**config.mk**
```make
export PLATFORM = sky130hd
export DESIGN_NAME = fetch_unit
export DESIGN_NICKNAME = d
export VERILOG_FILES = /design/src/rtl/fetch_unit.sv
export SDC_FILE = /design/constraint.sdc
export NUM_CORES = 1
export LEC_CHECK = 0
export BUFFER_PORTS_ARGS = -buffer_cell sky130_fd_sc_hd__buf_2
export CELL_PAD_IN_SITES_DETAIL_PLACEMENT = 0
export CELL_PAD_IN_SITES_GLOBAL_PLACEMENT = 2
export CORE_ASPECT_RATIO = 0.9
export CORE_MARGIN = 3
export CORE_UTILIZATION = 31
export CTS_CLUSTER_SIZE = 16
export DETAILED_ROUTE_END_ITERATION = 8
export GPL_TIMING_DRIVEN = 0
export PLACE_DENSITY = 0.92
export SETUP_SLACK_MARGIN = 0.3
export SLEW_MARGIN = 30
export SYNTH_ARGS = -nofsm -noshare
export SYNTH_HDL_FRONTEND = slang
export SYNTH_SLANG_ARGS = --single-unit
```
**constraint.sdc**
```tcl
create_clock -name clk -period 3.2 [get_ports clk]
set_input_delay 0.64 -clock clk [delete_from_list [all_inputs] [get_ports clk]]
set_output_delay 0.64 -clock clk [all_outputs]
set_load 0.005 [all_outputs]
```
**src/rtl/fetch_unit.sv**
```systemverilog
// Instruction fetch: holds the PC, fetches one word per request, hands it to decode.
// Latency: a word acked in cycle N is presented to decode in cycle N+1; peak rate is one word per 2 cycles.
// Backpressure: while decode holds instr_ready low the word is held stable and no new fetch is issued.
//
// Ports:
//   clk, rst                     - clock and async active-high reset
//   pc / pc_seq                  - current PC to the external incrementer, PC+1 back from it
//   imem_req/addr/ack/rdata      - instruction memory request and response
//   instr_valid/ready/instr/pc   - valid/ready handshake towards decode
//   redirect, redirect_pc        - branch/jump target; discards in-flight work
//   halt, halted                 - HLT seen on an accepted handshake; core stopped
//   fetch_count                  - number of accepted instructions (wraps)
module fetch_unit #(
    parameter logic [15:0] RESET_PC = 16'h0000
) (
    input  logic        clk,
    input  logic        rst,
    output logic [15:0] pc,
    input  logic [15:0] pc_seq,
    output logic        imem_req,
    output logic [15:0] imem_addr,
    input  logic        imem_ack,
    input  logic [15:0] imem_rdata,
    output logic        instr_valid,
    input  logic        instr_ready,
    output logic [15:0] instr,
    output logic [15:0] instr_pc,
    input  logic        redirect,
    input  logic [15:0] redirect_pc,
    input  logic        halt,
    output logic        halted,
    output logic [15:0] fetch_count
);

    typedef enum logic [1:0] {
        S_FETCH  = 2'd0,
        S_HOLD   = 2'd1,
        S_HALTED = 2'd2
    } state_t;

    state_t state;

    // Request is derived from registered state only; reset masks it so the
    // bus is quiet for the whole time rst is high.
    assign imem_req  = (state == S_FETCH) && !rst;
    assign imem_addr = pc;

    always_ff @(posedge clk or posedge rst) begin
        if (rst) begin
            state       <= S_FETCH;
            pc          <= RESET_PC;
            instr       <= 16'h0000;
            instr_pc    <= 16'h0000;
            instr_valid <= 1'b0;
            halted      <= 1'b0;
            fetch_count <= 16'h0000;
        end else begin
            case (state)
                S_FETCH: begin
                    if (redirect) begin
                        // A same-cycle ack is dropped: the word belongs to the
                        // abandoned path.
                        pc <= redirect_pc;
                    end else if (imem_ack) begin
                        instr       <= imem_rdata;
                        instr_pc    <= pc;
                        pc          <= pc_seq;
                        instr_valid <= 1'b1;
                        state       <= S_HOLD;
                    end
                end

                S_HOLD: begin
                    if (instr_ready) begin
                        fetch_count <= fetch_count + 16'd1;
                        instr_valid <= 1'b0;
                        if (halt) begin
                            // Halt beats a simultaneous redirect; pc stays put.
                            halted <= 1'b1;
                            state  <= S_HALTED;
                        end else begin
                            if (redirect) begin
                                pc <= redirect_pc;
                            end
                            state <= S_FETCH;
                        end
                    end else if (redirect) begin
                        pc          <= redirect_pc;
                        instr_valid <= 1'b0;
                        state       <= S_FETCH;
                    end
                end

                S_HALTED: begin
                    // Sticky until reset; redirect has no effect here.
                    halted      <= 1'b1;
                    instr_valid <= 1'b0;
                end

                default: begin
                    state       <= S_FETCH;
                    instr_valid <= 1'b0;
                end
            endcase
        end
    end

endmodule
```
==> flow_summary.ini, run 1 <==
[clocking]
cts_tree = built
clk-insertion-delay-late_ps = 330
ctsHoldBuffers = 0
clk_pin_slew_worst_paths_ps = 80
cts_root_buf = clkbuf_8
cts_resized = 0
cts_buffers = 9
clock_path_buffers = 2
postCtsSetupBuffers = 0
cts_sinks = 68
cts_max_level = 3

[timing]
hold_violations = 0
tightest_slew_ps = 507.6
fmax_ghz = 0.5345
fin_crit_sh = 0.5847
slew_headroom = 0.6602
final.setup.worst_slack_ps = 1329
fin_worst_skew_ps = 11.14
rsz0062_at_grt = no
setup_viol = 0
post-route-min-period_ps = 1871
maxSlewViolCount = 0
timing.setup.tns_ps = 0

[global_routing]
grt_max_degree = 38
antenna_found_initial = 0
overflow = 0
grt_pass1_vias = 2354
track_usage = 0.1325
grt_pass1_wl_mm = 11.87

[logic_synthesis]
synthCells = 235
syn_area_mm2 = 0.003057
ys_seq_elements = 68
synthFlopType = dfrtp_1
synth-edff-count = 0
async_flop_share = 1.000
syn_area_per_cell_um2 = 13.01
yosys.cell_types.count = 31
ys_seq_area_frac = 0.5567
synth_nets = 290
ys_warn_count = 0

[finish]
layout.nets = 437
fillers = 915
diodes = 0
drive_gt1_frac = 0.5530
syn_to_final_growth_pct = 35.53

[route]
ant_nets = 0
routed_wl_mm = 7.077
drtIter0Drc = 63
route.detailed.drc = 0
vias = 2275
viasPerCell = 4.470
drt_pass1_iterations = 3
wl_per_cell_um = 13.90

[die]
die-area_mm2 = 0.01109
rows = 33
start_util = 0.3261
chipWidth_um = 110.7
coreArea_mm2 = 0.009373
io_pins = 137
die_h_um = 100.2

[worst_setup_path]
reg2reg_slack_ps = 1440
worstSetupPathType = flip-flop to output pin
rr_worst_depth = 4
crit_path_end_kind = output pin
worstPathCellList = buf_6 -> nor3_1 -> buf_2
start_kind = flip-flop
critPathRequiredTime_ps = 2560
critPathTopFamily = flip-flops
worstPathMaxFanout = 9
path_buf_inv = 2
r2r_end = instr_pc[6]
slowest_stage = dfrtp_1
rr_startpoint = state[0]
critPathMaxStageDelay_ps = 380
worstPathArrival_ps = 1230

[placement]
io_buffers = 135
dp_slack_ps = 1155
place_hpwl_mm = 5.413
gp_congestion = 0.7554

[job]
max_cap_viol_count = 0

[power_and_ir_drop]
power_density_mw_per_mm2 = 774.4
vdd_drop_max_uv = 303.4
power_leakage_nw = 2.043

[worst_hold_path]
worstHoldPathType = input pin to asynchronous set/reset pin

[status]
outcome = completed
-- sequential cells by signal, summed over array words and instances, names as in the netlist --
name and cells:
instr_pc 16, state 2, halted 1, fetch_count 16, instr_valid 1, imem_addr 16
instr 16
-- kinds of logic (layout without fill, tap and decap cells) --
kind of cell | count (synthesis) | in the layout | synth area share
AO/OA/AOI/OAI | 22 | 22 | 0.04093
XOR/XNOR | 15 | 15 | 0.04298
adder cells (fa/ha/maj) | 1 | 1 | 0.004093
buffers and inverters | 31 | 183 | 0.07573
flip-flops | 68 | 68 | 0.5567
multiplexers | 50 | 50 | 0.1772
AND/OR/NAND/NOR | 48 | 48 | 0.1023
-- report_power, final --
| group | internal, W | switching (W) | total, W |
|---|---|---|---|
| combinational | 0.000613 | 0.000433 | 0.00105 |
| sequential | 0.00115 | 0.000199 | 0.00135 |
| clock | 0.000483 | 0.000330 | 0.000813 |
-- cells in the mapped netlist (4+ instances only) --
cell type,instances,share of area
a21oi_1,17,0.028
buf_4,18,0.044
buf_6,6,0.022
dfrtp_1,68,0.56
inv_1,5,0.0061
mux2_1,8,0.029
mux2_2,25,0.092
mux2i_1,17,0.056
nand2_1,5,0.0061
nand3_1,4,0.0065
nand4_1,4,0.0082
nor2_1,22,0.027
xnor2_1,11,0.032
xor2_1,4,0.011
-- through the flow --
stage               cell area [um^2]  instances  hold slack, ps  power (W)    util
finish                          4143        509           317.3   0.003208  0.4420
global route                    4143        509           331.1   0.003447  0.4420
CTS                             4143        509           320.5   0.003275  0.4420
detailed placement              3908        493           464.1   0.002444  0.4169
global placement                3885        492           461.8   0.002413  0.4145
floorplan                       3057        235           465.0   0.001915       -
-- final cells by class --
type                    count  area [um^2]  area share
plain buffers              26        212.7     0.05134
clock buffers              11        151.4     0.03654
clock inverters             5        83.83     0.02024
inverters                   5        21.27    0.005134
multi-input cells         136         1124      0.2712
flip-flops and latches     68         1702      0.4108
well taps                 122        152.6     0.03685
repair buffers            136        695.7      0.1679
-- layout by cell type, fill, tap and decap left out, drive strengths merged --
| cell type | count |
|---|---|
| o21ai | 1 |
| nor4b | 1 |
| and4 | 2 |
| inv | 5 |
| xnor2 | 11 |
| nor3 | 2 |
| clkbuf | 11 |
| nand4 | 4 |
| or2 | 2 |
| o21bai | 1 |
| a21oi | 18 |
| xor2 | 4 |
| a2bb2oi | 1 |
| nand3 | 4 |
| clkinvlp | 2 |
| mux2i | 17 |
| bufinv | 2 |
| clkinv | 1 |
| nand4b | 1 |
| nor2 | 23 |
| nand2 | 5 |
| a21bo | 1 |
| mux2 | 33 |
| dfrtp | 68 |
| nor2b | 1 |
| nand3b | 1 |
| buf | 162 |
| ha | 1 |
| nor4 | 2 |
-- layer usage --
metal	GRT usage	vias to the layer above	wire, um
li1	-	1088	-
met1	0.1679	1098	3188
met2	0.2155	79	3350
met3	0.03496	10	417
met4	0.05682	0	119
met5	0	-	0
-- worst max-delay path by stage --
stage,from,end,slack (ps),depth (start not counted)
3_5_place_dp,redirect,instr_pc[6],1160,4
6_report,state[0],imem_req,1330,3
4_1_cts,state[0],imem_req,1320,3
5_1_grt,state[0],imem_req,1270,3
3_3_place_gp,rst,instr[6],7,2
2_1_floorplan,rst,fetch_count[0],850,1
(Power assumes the default switching activity.)
==> run 2, diff against run 1 <==
CORE_UTILIZATION = 26   (was 31)
PLACE_DENSITY = 0.83   (was 0.92)
clock period = 1.6 ns   (was 3.2 ns; I/O delays follow)
==> flow_summary.ini, run 2 (synthesized netlist as in run 1, its figures left out) <==
[worst_setup_path]
path_depth = 5
critPathRequiredTime_ps = 1800
start_kind = flip-flop
critPathMaxStageDelay_ps = 370
worstPathCellList = buf_6 -> nor4b_4 -> buf_6 -> clkbuf_16 -> mux2_4
worstPathMaxFanout = 6
worstPathArrival_ps = 1800
crit_path_end_kind = flip-flop
worstSetupPathType = flip-flop to flip-flop
slowest_stage = dfrtp_1
crit_path_frequent_cell = buf_6
rr_worst_depth = 5
path_buf_inv = 3
critPathTopFamily = buffers and inverters

[placement]
place_hpwl_mm = 5.715
placed_area_mm2 = 0.003970
io_buffers = 135
gp_congestion = 0.7301
dp_slack_ps = -234.4

[route]
vias = 2515
route.detailed.drc = 0
viasPerCell = 4.263
routed_wl_mm = 8.946
drtIter0Drc = 77
drt_pass1_iterations = 4
ant_nets = 0
wl_per_cell_um = 15.16

[global_routing]
track_usage = 0.1297
grt_max_degree = 28
grt_pass1_wl_mm = 13.21
grt_pass1_vias = 2535
overflow = 0
antenna_found_initial = 0

[timing]
slew_headroom = 0.7154
whs_ps = 25.09
maxSlewViolCount = 0
setup_viol = 0
hold_violations = 0
rsz0062_at_grt = yes
post-route-min-period_ps = 1596
fmax_ghz = 0.6265
timing.setup.tns_ps = 0
final.setup.worst_slack_ps = 3.865
tightest_slew_ps = 426.0
fin_crit_sh = 0.9976
fin_worst_skew_ps = 8.223

[finish]
layout_common_cells = 118 x buf_2, 64 x dfrtp_1, 51 x buf_6, 32 x mux2_4, 28 x buf_4
syn_to_final_growth_pct = 77.16
mostFrequentLayoutCell = buf_2
layout.nets = 489
drive_gt1_frac = 0.7237
diodes = 0
final_area_mm2 = 0.005415

[power_and_ir_drop]
power_leakage_nw = 2.622
seq_power_share = 0.319
p_total_w = 0.008542
swShare = 0.2905
pwr-share-clk = 0.225
p_sw_w = 0.002481
vdd_drop_max_uv = 659.2
power_density_mw_per_mm2 = 1577
p_int_w = 0.006060
pwr-share-comb = 0.456

[job]
max_cap_viol_count = 0

[status]
outcome = completed

[clocking]
clock_path_buffers = 2
cts_sinks = 68
clk-insertion-delay-late_ps = 320
cts_max_level = 3
ctsHoldBuffers = 0
clk_pin_slew_worst_paths_ps = 60
cts_buffers = 9
cts_tree = built
cts_root_buf = clkbuf_16

[die]
die_h_um = 108.9
rows = 36
chipWidth_um = 120.3
die-area_mm2 = 0.01310
start_util = 0.2747
io_pins = 137
coreArea_mm2 = 0.01113

[worst_hold_path]
worstHoldPathType = input pin to asynchronous set/reset pin
run 2: stage by stage:
step / utilization / std cells
after floorplan: - / 235
after global placement: 0.3532 / 522
after detailed placement: 0.3568 / 524
after CTS: 0.4396 / 576
after global routing: 0.4867 / 590
final: 0.4867 / 590
run 2: worst paths after layout:
| check | startpoint | end | slack [ps] |
|---|---|---|---|
| setup / recovery | state[1] | instr[7] | 4 |
| hold / removal | rst | state[1] | 30 |
| setup reg to reg | state[1] | instr[7] | 4 |
| hold reg to reg | fetch_count[15] | fetch_count[15] | 460 |
| max in group asynchronous | rst | imem_addr[15] | 1110 |
| min in group clk | imem_rdata[8] | instr[8] | 230 |
run 2: layer usage:
layer,GRT usage,up-vias,part of all wire
li1,-,1193,-
met1,0.1657,1249,0.43
met2,0.2166,71,0.52
met3,0.03683,2,0.046
met4,0.03641,0,0.0051
met5,0,-,0
run 2: timing repair:
action | 4_1_cts | 5_1_grt
pin swaps | 7 | 21
cloned | 4 | 1
setup buffers | 33 | 13
resized for setup | 65 | 100
endpoints found under the setup margin | 76 | 80
run 2: power groups by stage:
stage               registers [W]  clock network, W  logic (W)
floorplan                 0.00274                 0    0.00109
global placement          0.00272                 0    0.00215
detailed placement        0.00275                 0    0.00218
CTS                       0.00268           0.00199    0.00320
global route              0.00281           0.00206    0.00418
finish                    0.00273           0.00193    0.00389
run 2: layout make-up:
type / instances / area (um^2)
inverters: 5 / 22.52
multi-input cells: 136 / 1479
plain buffers: 26 / 332.8
repair buffers: 188 / 1393
clock buffers: 10 / 239.0
clock inverters: 5 / 52.55
flip-flops and latches: 68 / 1707
well taps: 152 / 190.2
fillers: 1033 / 5710
==> run 3, diff against run 2 <==
CORE_ASPECT_RATIO = 1.75   (was 0.9)
GPL_TIMING_DRIVEN = not set   (was 0)
==> flow_summary.ini, run 3 (synthesized netlist as in run 1, its figures left out) <==
[die]
chipWidth_um = 87.97
die_h_um = 149.4
start_util = 0.2706
die-area_mm2 = 0.01315
coreArea_mm2 = 0.01129
io_pins = 137
rows = 51

[clocking]
clk_pin_slew_worst_paths_ps = 60
cts_buffers = 9
cts_max_level = 3
cts_sinks = 68
clock_path_buffers = 2
ctsHoldBuffers = 0
cts_tree = built
clk-insertion-delay-late_ps = 320
cts_root_buf = clkbuf_16

[timing]
fin_crit_sh = 0.9896
post-route-min-period_ps = 1583
rsz0062_at_grt = yes
whs_ps = 39.99
setup_viol = 0
timing.setup.tns_ps = 0
hold_violations = 0
slew_headroom = 0.6798
fmax_ghz = 0.6316
maxSlewViolCount = 0
tightest_slew_ps = 479.3
fin_worst_skew_ps = 6.151

[placement]
gp_congestion = 0.6910
io_buffers = 136
place_hpwl_mm = 5.684
placedCellCount = 492

[global_routing]
antenna_found_initial = 0
grt_pass1_wl_mm = 12.27
grt_max_degree = 33
grt_pass1_vias = 2371
track_usage = 0.1241
overflow = 0

[finish]
layout_common_cells = 129 x buf_2, 65 x dfrtp_1, 33 x mux2_4, 24 x buf_6
mostFrequentLayoutCell = buf_2
layout.cells.non_filler = 542
layout.nets = 460
drive_gt1_frac = 0.6341
post-route-util = 0.4356
diodes = 0
syn_to_final_growth_pct = 60.95

[worst_setup_path]
worstPathArrival_ps = 1780
critPathRequiredTime_ps = 1800
worstPathMaxFanout = 8
crit_path_end_kind = flip-flop
rr_startpoint = state[0]
crit_start = state[0]
worstSetupPathType = flip-flop to flip-flop
r2r_end = instr_pc[3]
rr_worst_depth = 5
start_kind = flip-flop
reg2reg_slack_ps = 20

[power_and_ir_drop]
p_total_w = 0.007781
vdd_drop_max_uv = 550.5
power_leakage_nw = 2.443
power_density_mw_per_mm2 = 1582

[route]
route.detailed.drc = 0
vias = 2404
routed_wl_mm = 8.519
drt_pass1_iterations = 4
wl_per_cell_um = 15.72
drtIter0Drc = 54
ant_nets = 0
viasPerCell = 4.435

[worst_hold_path]
worstHoldPathType = input pin to asynchronous set/reset pin

[job]
max_cap_viol_count = 0

[status]
outcome = completed
[run 3: cell count changes in the layout (fill, tap and decap cells not counted), sizes merged]
cell      delta
buf         -30
bufinv       +2
clkbuf       +2
clkinv       -1
clkinvlp     -1
[run 3: worst max-delay path: stages (launching register included)]
cell and delay [ps]:
dfrtp_2 440, nor4b_4 280, buf_4 180, buf_12 120
buf_12 140, mux2_4 300
[run 3: worst max path at each step]
stage | end | slack (ps) | depth (start not counted)
CTS | instr[10] | 40 | 5
global route | instr_pc[3] | -50 | 5
detailed placement | instr[9] | -20 | 3
finish | instr_pc[3] | 20 | 5
global placement | instr[3] | 30 | 3
floorplan | instr_pc[2] | 50 | 4
[run 3: report_power, final]
group | leakage [nW] | switching, W | internal (W)
registers | 0.804 | 0.000415 | 0.00231
clock network | 0.163 | 0.000698 | 0.00152
logic | 1.48 | 0.00107 | 0.00177
[run 3: final cells by class]
cell class                 instances  area, um^2
multi-input combinational        136        1345
sequential                        68        1705
tap                              132       165.2
inverter                           5       22.52
clock inverter                     5       100.1
timing repair buffer             185        1349
clock buffer                      11       232.7
fill                            1059        6375
[run 3: stage by stage]
step           cell area, um^2  setup slack [ps]
2_1_floorplan             3064             54.75
3_3_place_gp              3856             33.46
3_5_place_dp              3856            -21.90
4_1_cts                   4622             44.72
5_1_grt                   4920            -45.26
6_report                  4920             16.71
[run 3: repair_timing]
action	CTS	global route
gates cloned	3	2
endpoints found under the setup margin	65	71
buffers inserted	19	10
gates resized for setup	57	38
pin swaps	16	13
[run 3: layer usage]
metal  wire length, um  global-route usage
met4               131             0.05530
met2              4738              0.2213
met1              3186              0.1351
met3               464             0.03085
met5                 0                   0
